### src/rtl/cpu_pkg.sv
// Shared CPU datapath constants and the bitmap store engine state encoding.
package cpu_pkg;

  localparam int unsigned BM_W     = 1536;
  localparam int unsigned WORD_W   = 16;
  localparam int unsigned BM_WORDS = BM_W / WORD_W;
  localparam int unsigned ADDR_W   = 16;
  localparam int unsigned BM_SEL_W = 2;
  localparam int unsigned CNT_W    = 7;

  typedef enum logic [1:0] {
    IDLE = 2'd0,
    LOAD = 2'd1,
    SEND = 2'd2,
    DONE = 2'd3
  } bm_store_state_t;

  // Select 3 aliases register 0, matching the register file decode.
  function automatic logic [BM_SEL_W-1:0] bm_sel_decode(input logic [BM_SEL_W-1:0] sel);
    return (sel == BM_SEL_W'(3)) ? BM_SEL_W'(0) : sel;
  endfunction

endpackage

### src/rtl/bm_shift_out.sv
// Parallel-load register that shifts right by one memory word per request.
module bm_shift_out #(
  parameter int unsigned B = 1536,
  parameter int unsigned W = 16
) (
  input  logic         clk,
  input  logic         rst,
  input  logic         load,
  input  logic         shift,
  input  logic [B-1:0] par_in,
  output logic [W-1:0] word_out
);

  logic [B-1:0] sh_q;
  logic [B-1:0] sh_d;

  always_comb begin
    sh_d = sh_q;
    if (load) begin
      sh_d = par_in;
    end else if (shift) begin
      sh_d = {{W{1'b0}}, sh_q[B-1:W]};
    end
  end

  always_ff @(posedge clk) begin
    if (rst) begin
      sh_q <= '0;
    end else begin
      sh_q <= sh_d;
    end
  end

  assign word_out = sh_q[W-1:0];

endmodule

### src/rtl/bm_store_unit.sv
// Bitmap store engine: snapshots one bitmap register and streams it to memory
// as consecutive words over a valid/ready write port.
module bm_store_unit
  import cpu_pkg::*;
#(
  parameter int unsigned B  = BM_W,
  parameter int unsigned W  = WORD_W,
  parameter int unsigned AW = ADDR_W
) (
  input  logic                clk,
  input  logic                rst,
  input  logic                start,
  input  logic [BM_SEL_W-1:0] bm_sel,
  input  logic [AW-1:0]       base_addr,
  output logic                busy,
  output logic                done,
  output logic [BM_SEL_W-1:0] rbm_addr,
  input  logic [B-1:0]        rbm_data,
  output logic [AW-1:0]       mem_addr,
  output logic [W-1:0]        mem_wdata,
  output logic                mem_wr,
  input  logic                mem_ready
);

  localparam logic [CNT_W-1:0] LAST_WORD = CNT_W'(BM_WORDS - 1);

  bm_store_state_t     state_q, state_d;
  logic [BM_SEL_W-1:0] sel_q, sel_d;
  logic [AW-1:0]       addr_q, addr_d;
  logic [CNT_W-1:0]    cnt_q, cnt_d;
  logic                busy_q, busy_d;
  logic                done_q, done_d;
  logic                wr_q, wr_d;
  logic                sh_load;
  logic                sh_shift;

  always_comb begin
    state_d  = state_q;
    sel_d    = sel_q;
    addr_d   = addr_q;
    cnt_d    = cnt_q;
    busy_d   = busy_q;
    done_d   = 1'b0;
    wr_d     = 1'b0;
    sh_load  = 1'b0;
    sh_shift = 1'b0;
    case (state_q)
      IDLE: begin
        if (start) begin
          sel_d   = bm_sel_decode(bm_sel);
          addr_d  = base_addr;
          cnt_d   = '0;
          busy_d  = 1'b1;
          state_d = LOAD;
        end
      end
      LOAD: begin
        sh_load = 1'b1;
        wr_d    = 1'b1;
        state_d = SEND;
      end
      SEND: begin
        wr_d = 1'b1;
        if (mem_ready) begin
          sh_shift = 1'b1;
          addr_d   = addr_q + AW'(1);
          cnt_d    = cnt_q + CNT_W'(1);
          if (cnt_q == LAST_WORD) begin
            wr_d    = 1'b0;
            done_d  = 1'b1;
            state_d = DONE;
          end
        end
      end
      DONE: begin
        busy_d  = 1'b0;
        state_d = IDLE;
      end
      default: begin
        busy_d  = 1'b0;
        state_d = IDLE;
      end
    endcase
  end

  always_ff @(posedge clk) begin
    if (rst) begin
      state_q <= IDLE;
      sel_q   <= '0;
      addr_q  <= '0;
      cnt_q   <= '0;
      busy_q  <= 1'b0;
      done_q  <= 1'b0;
      wr_q    <= 1'b0;
    end else begin
      state_q <= state_d;
      sel_q   <= sel_d;
      addr_q  <= addr_d;
      cnt_q   <= cnt_d;
      busy_q  <= busy_d;
      done_q  <= done_d;
      wr_q    <= wr_d;
    end
  end

  bm_shift_out #(
    .B (B),
    .W (W)
  ) u_shift (
    .clk      (clk),
    .rst      (rst),
    .load     (sh_load),
    .shift    (sh_shift),
    .par_in   (rbm_data),
    .word_out (mem_wdata)
  );

  assign busy     = busy_q;
  assign done     = done_q;
  assign rbm_addr = sel_q;
  assign mem_addr = addr_q;
  assign mem_wr   = wr_q;

endmodule
### config.mk
export PLATFORM = sky130hd
export DESIGN_NAME = bm_store_unit
export DESIGN_NICKNAME = d
export VERILOG_FILES = /design/src/rtl/cpu_pkg.sv /design/src/rtl/bm_shift_out.sv /design/src/rtl/bm_store_unit.sv
export SDC_FILE = /design/constraint.sdc
export NUM_CORES = 2
export LEC_CHECK = 0
export ABC_AREA = 1
export CAP_MARGIN = 30
export CORE_AREA = 4 4 613 615
export DETAILED_ROUTE_END_ITERATION = 8
export DIE_AREA = 0 0 617 619
export SYNTH_ARGS = -nofsm -noshare
export SYNTH_HDL_FRONTEND = slang
export SYNTH_SLANG_ARGS = --single-unit
### constraint.sdc
create_clock -name clk -period 2.3 [get_ports clk]
set_input_delay 0.46 -clock clk [delete_from_list [all_inputs] [get_ports clk]]
set_output_delay 0.46 -clock clk [all_outputs]
set_load 0.05 [all_outputs]
==> out/metrics.csv <==
metric,value,unit
clk_latency,0.88,ns
cts.sinks,1566,
period_needed,2.20,ns
muxShareOfSynthArea,0,
clockRootBuffer,clkbuf_16,
hold_buffers,0,
port_buffers,1594,
power_frac_comb,0.443,
dp_hpwl,293000,µm
cts_setup_buffers,0,
avgSynthCellArea,7.61,µm²
syn_inst,8804,
fill_cells,40500,
std_cell_rows,224,
die_area,0.382,mm²
cp_max_fo,97,
worstMarginPinSlew,0.817,ns
power_density,1560,mW/mm²
synth_top_family_by_area,simple AND/OR/NAND/NOR gates,
syn_to_final_growth,43.7,%
yosys.area.top_type_share,0.468,
grt_setup_unrepaired,false,
grt.total_usage,0.179,
overflow,0,
synth_compound_area_frac,0.205,
synth_area,0.0670,mm²
worstSetupPathType,register to register,
setup_viol_count_final,0,
end_kind,register,
drt_pre_antenna_iters,7,
required,3.05,ns
synthAdderAreaFrac,0.00131,
fmax,455,MHz
grt_pass1_wl,488000,µm
whs,0.0788,ns
p_int,84.5,mW
syn_nets,10400,
power_frac_seq,0.352,
finalHoldViolCount,0,
hp-class,input pin to register,
layout_common_cells,"nand2_1 (3135), dfxtp_1 (1566), clkdlybuf4s50_1 (1556), nor2_1 (1545), a311oi_1 (1504)",
grt_pass1_vias,63800,
die_h,619,µm
clkPwrFrac,0.205,
core,0.371,mm²
wl,363000,µm
slew_headroom,0.454,
power.total,150,mW
finalCritPeriodShare,0.955,
status,completed,
cp-start-kind,register,
finalMaxSlewViolations,0,
ys_warn_count,0,
ioPinCount,1595,
cp.arrival,2.95,ns
cts_resized,70,
cts.path.max_buffers,4,
placed_area,0.0898,mm²
path_clk_slew,0.06,ns
max_cap_violations,0,
drive_gt1_frac,0.0691,
drtIter0Drc,5937,
drc,0,
synthXorXnorAreaFrac,0.000262,
p_sw,65.6,mW
vias,68500,
die_w,617,µm
start_util,0.181,
antenna_found_initial,154,
stdcell_area,0.0962,mm²
routed_via_density,4.48,
cts_max_level,4,
final_common_cell,nand2_1,
synth_top_cell_by_area,dfxtp_1,
cts_inserted_buffers,187,
setup_slack,0.103,ns
wire_per_inst,23.8,µm
yosys_register_bits,1566,
tritoncts,built,
drtAntennaViolNets,0,
clock_skew,0.0660,ns
dp_slack,-0.194,ns
p_leak,32.6,nW
yosys.area_share.simple,0.265,
grt_max_degree,129,
place_congestion,0.914,
netSwitchingFraction,0.437,
fin_nets,11700,
tns,0,ns
irDropWorstVdd,0.808,mV
synth.area.top_cells,"dfxtp_1 (47%), a311oi_1 (20%), nand2_1 (18%)",
yosysSeqAreaShare,0.468,
synth_cell_types,26,
cell type report:
class / instances / area (µm²) / area share
diodes: 69 / 173 / 0.00179
clock inverters: 67 / 955 / 0.00992
repair buffers: 1978 / 20500 / 0.213
inverters: 34 / 144 / 0.00150
flip-flops and latches: 1566 / 31400 / 0.326
well taps: 4972 / 6220 / 0.0647
multi-input cells: 6330 / 31600 / 0.329
clock buffers: 266 / 5310 / 0.0552
worst max-delay path: stages (launching register included):
cell      delay (ns)
dfxtp_1         0.34
inv_1           0.15
ha_4            0.28
buf_12          0.24
buf_12          0.37
nand2_1         0.22
a311oi_1        0.33
through the flow:
| stage | std cells | utilization |
|---|---|---|
| after floorplan | 8804 | - |
| after global placement | 14900 | 0.242 |
| after detailed placement | 14900 | 0.242 |
| after CTS | 15200 | 0.259 |
| after global routing | 15200 | 0.259 |
| final | 15300 | 0.259 |
Yosys cell counts (all sizes together):
master,count
o21ai,41
dfxtp,1566
nand3b,1
ha,7
nand4,3
o31ai,1
nor2,1545
nand2,3139
nor3b,1
xor2,2
a31oi,17
buf,458
inv,34
a21oi,37
a311oi,1504
nor3,5
a211oi,2
nand3,22
or2,1
clkbuf,416
o211a,2
registers in the layout, indices dropped and copies added, names as in the netlist:
| signal | flops |
|---|---|
| state_q | 2 |
| mem_addr | 16 |
| mem_wr | 1 |
| busy | 1 |
| done | 1 |
| cnt_q | 7 |
| rbm_addr | 2 |
| u_shift.sh_q | 1536 |
per-layer routing:
layer,track usage,up-vias,wire length [µm]
met1,0.230,32300,154000
li1,-,33200,-
met4,0.0740,96,14800
met2,0.276,2444,160000
met5,0,-,542
met3,0.0552,528,33600
cells by family (layout without fill, tap and decap cells):
kind of cell | Yosys count | after routing
simple gates | 4717 | 4717
flops | 1566 | 1566
other cells | 0 | 69
buf+inv | 908 | 2345
xor+xnor | 2 | 2
fa+ha+maj | 7 | 7
compound gates | 1604 | 1604
path summary, 6_finish.rpt:
path | startpoint | end | slack (ns) | cells after the start
setup / recovery | state_q[1]$_SDFFE_PP0P_ | u_shift.sh_q[637]$_SDFFE_PP0P_ | 0.10 | 6
hold reg to reg | u_shift.sh_q[731]$_SDFFE_PP0P_ | u_shift.sh_q[715]$_SDFFE_PP0P_ | 0.46 | 2
setup reg to reg | state_q[1]$_SDFFE_PP0P_ | u_shift.sh_q[637]$_SDFFE_PP0P_ | 0.10 | 6
hold / removal | rst | u_shift.sh_q[798]$_SDFFE_PP0P_ | 0.08 | 2
power groups by stage:
| stage | Combinational [mW] | Sequential [mW] | Clock, mW |
|---|---|---|---|
| final | 66.5 | 52.8 | 30.7 |
| after global routing | 74.0 | 54.5 | 32.5 |
| after CTS | 66.8 | 53.0 | 31.5 |
| after detailed placement | 66.8 | 53.5 | 0 |
| after global placement | 66.0 | 53.3 | 0 |
| after floorplan | 43.4 | 47.9 | 0 |
Note: power is estimated with default switching activity, not from simulation.
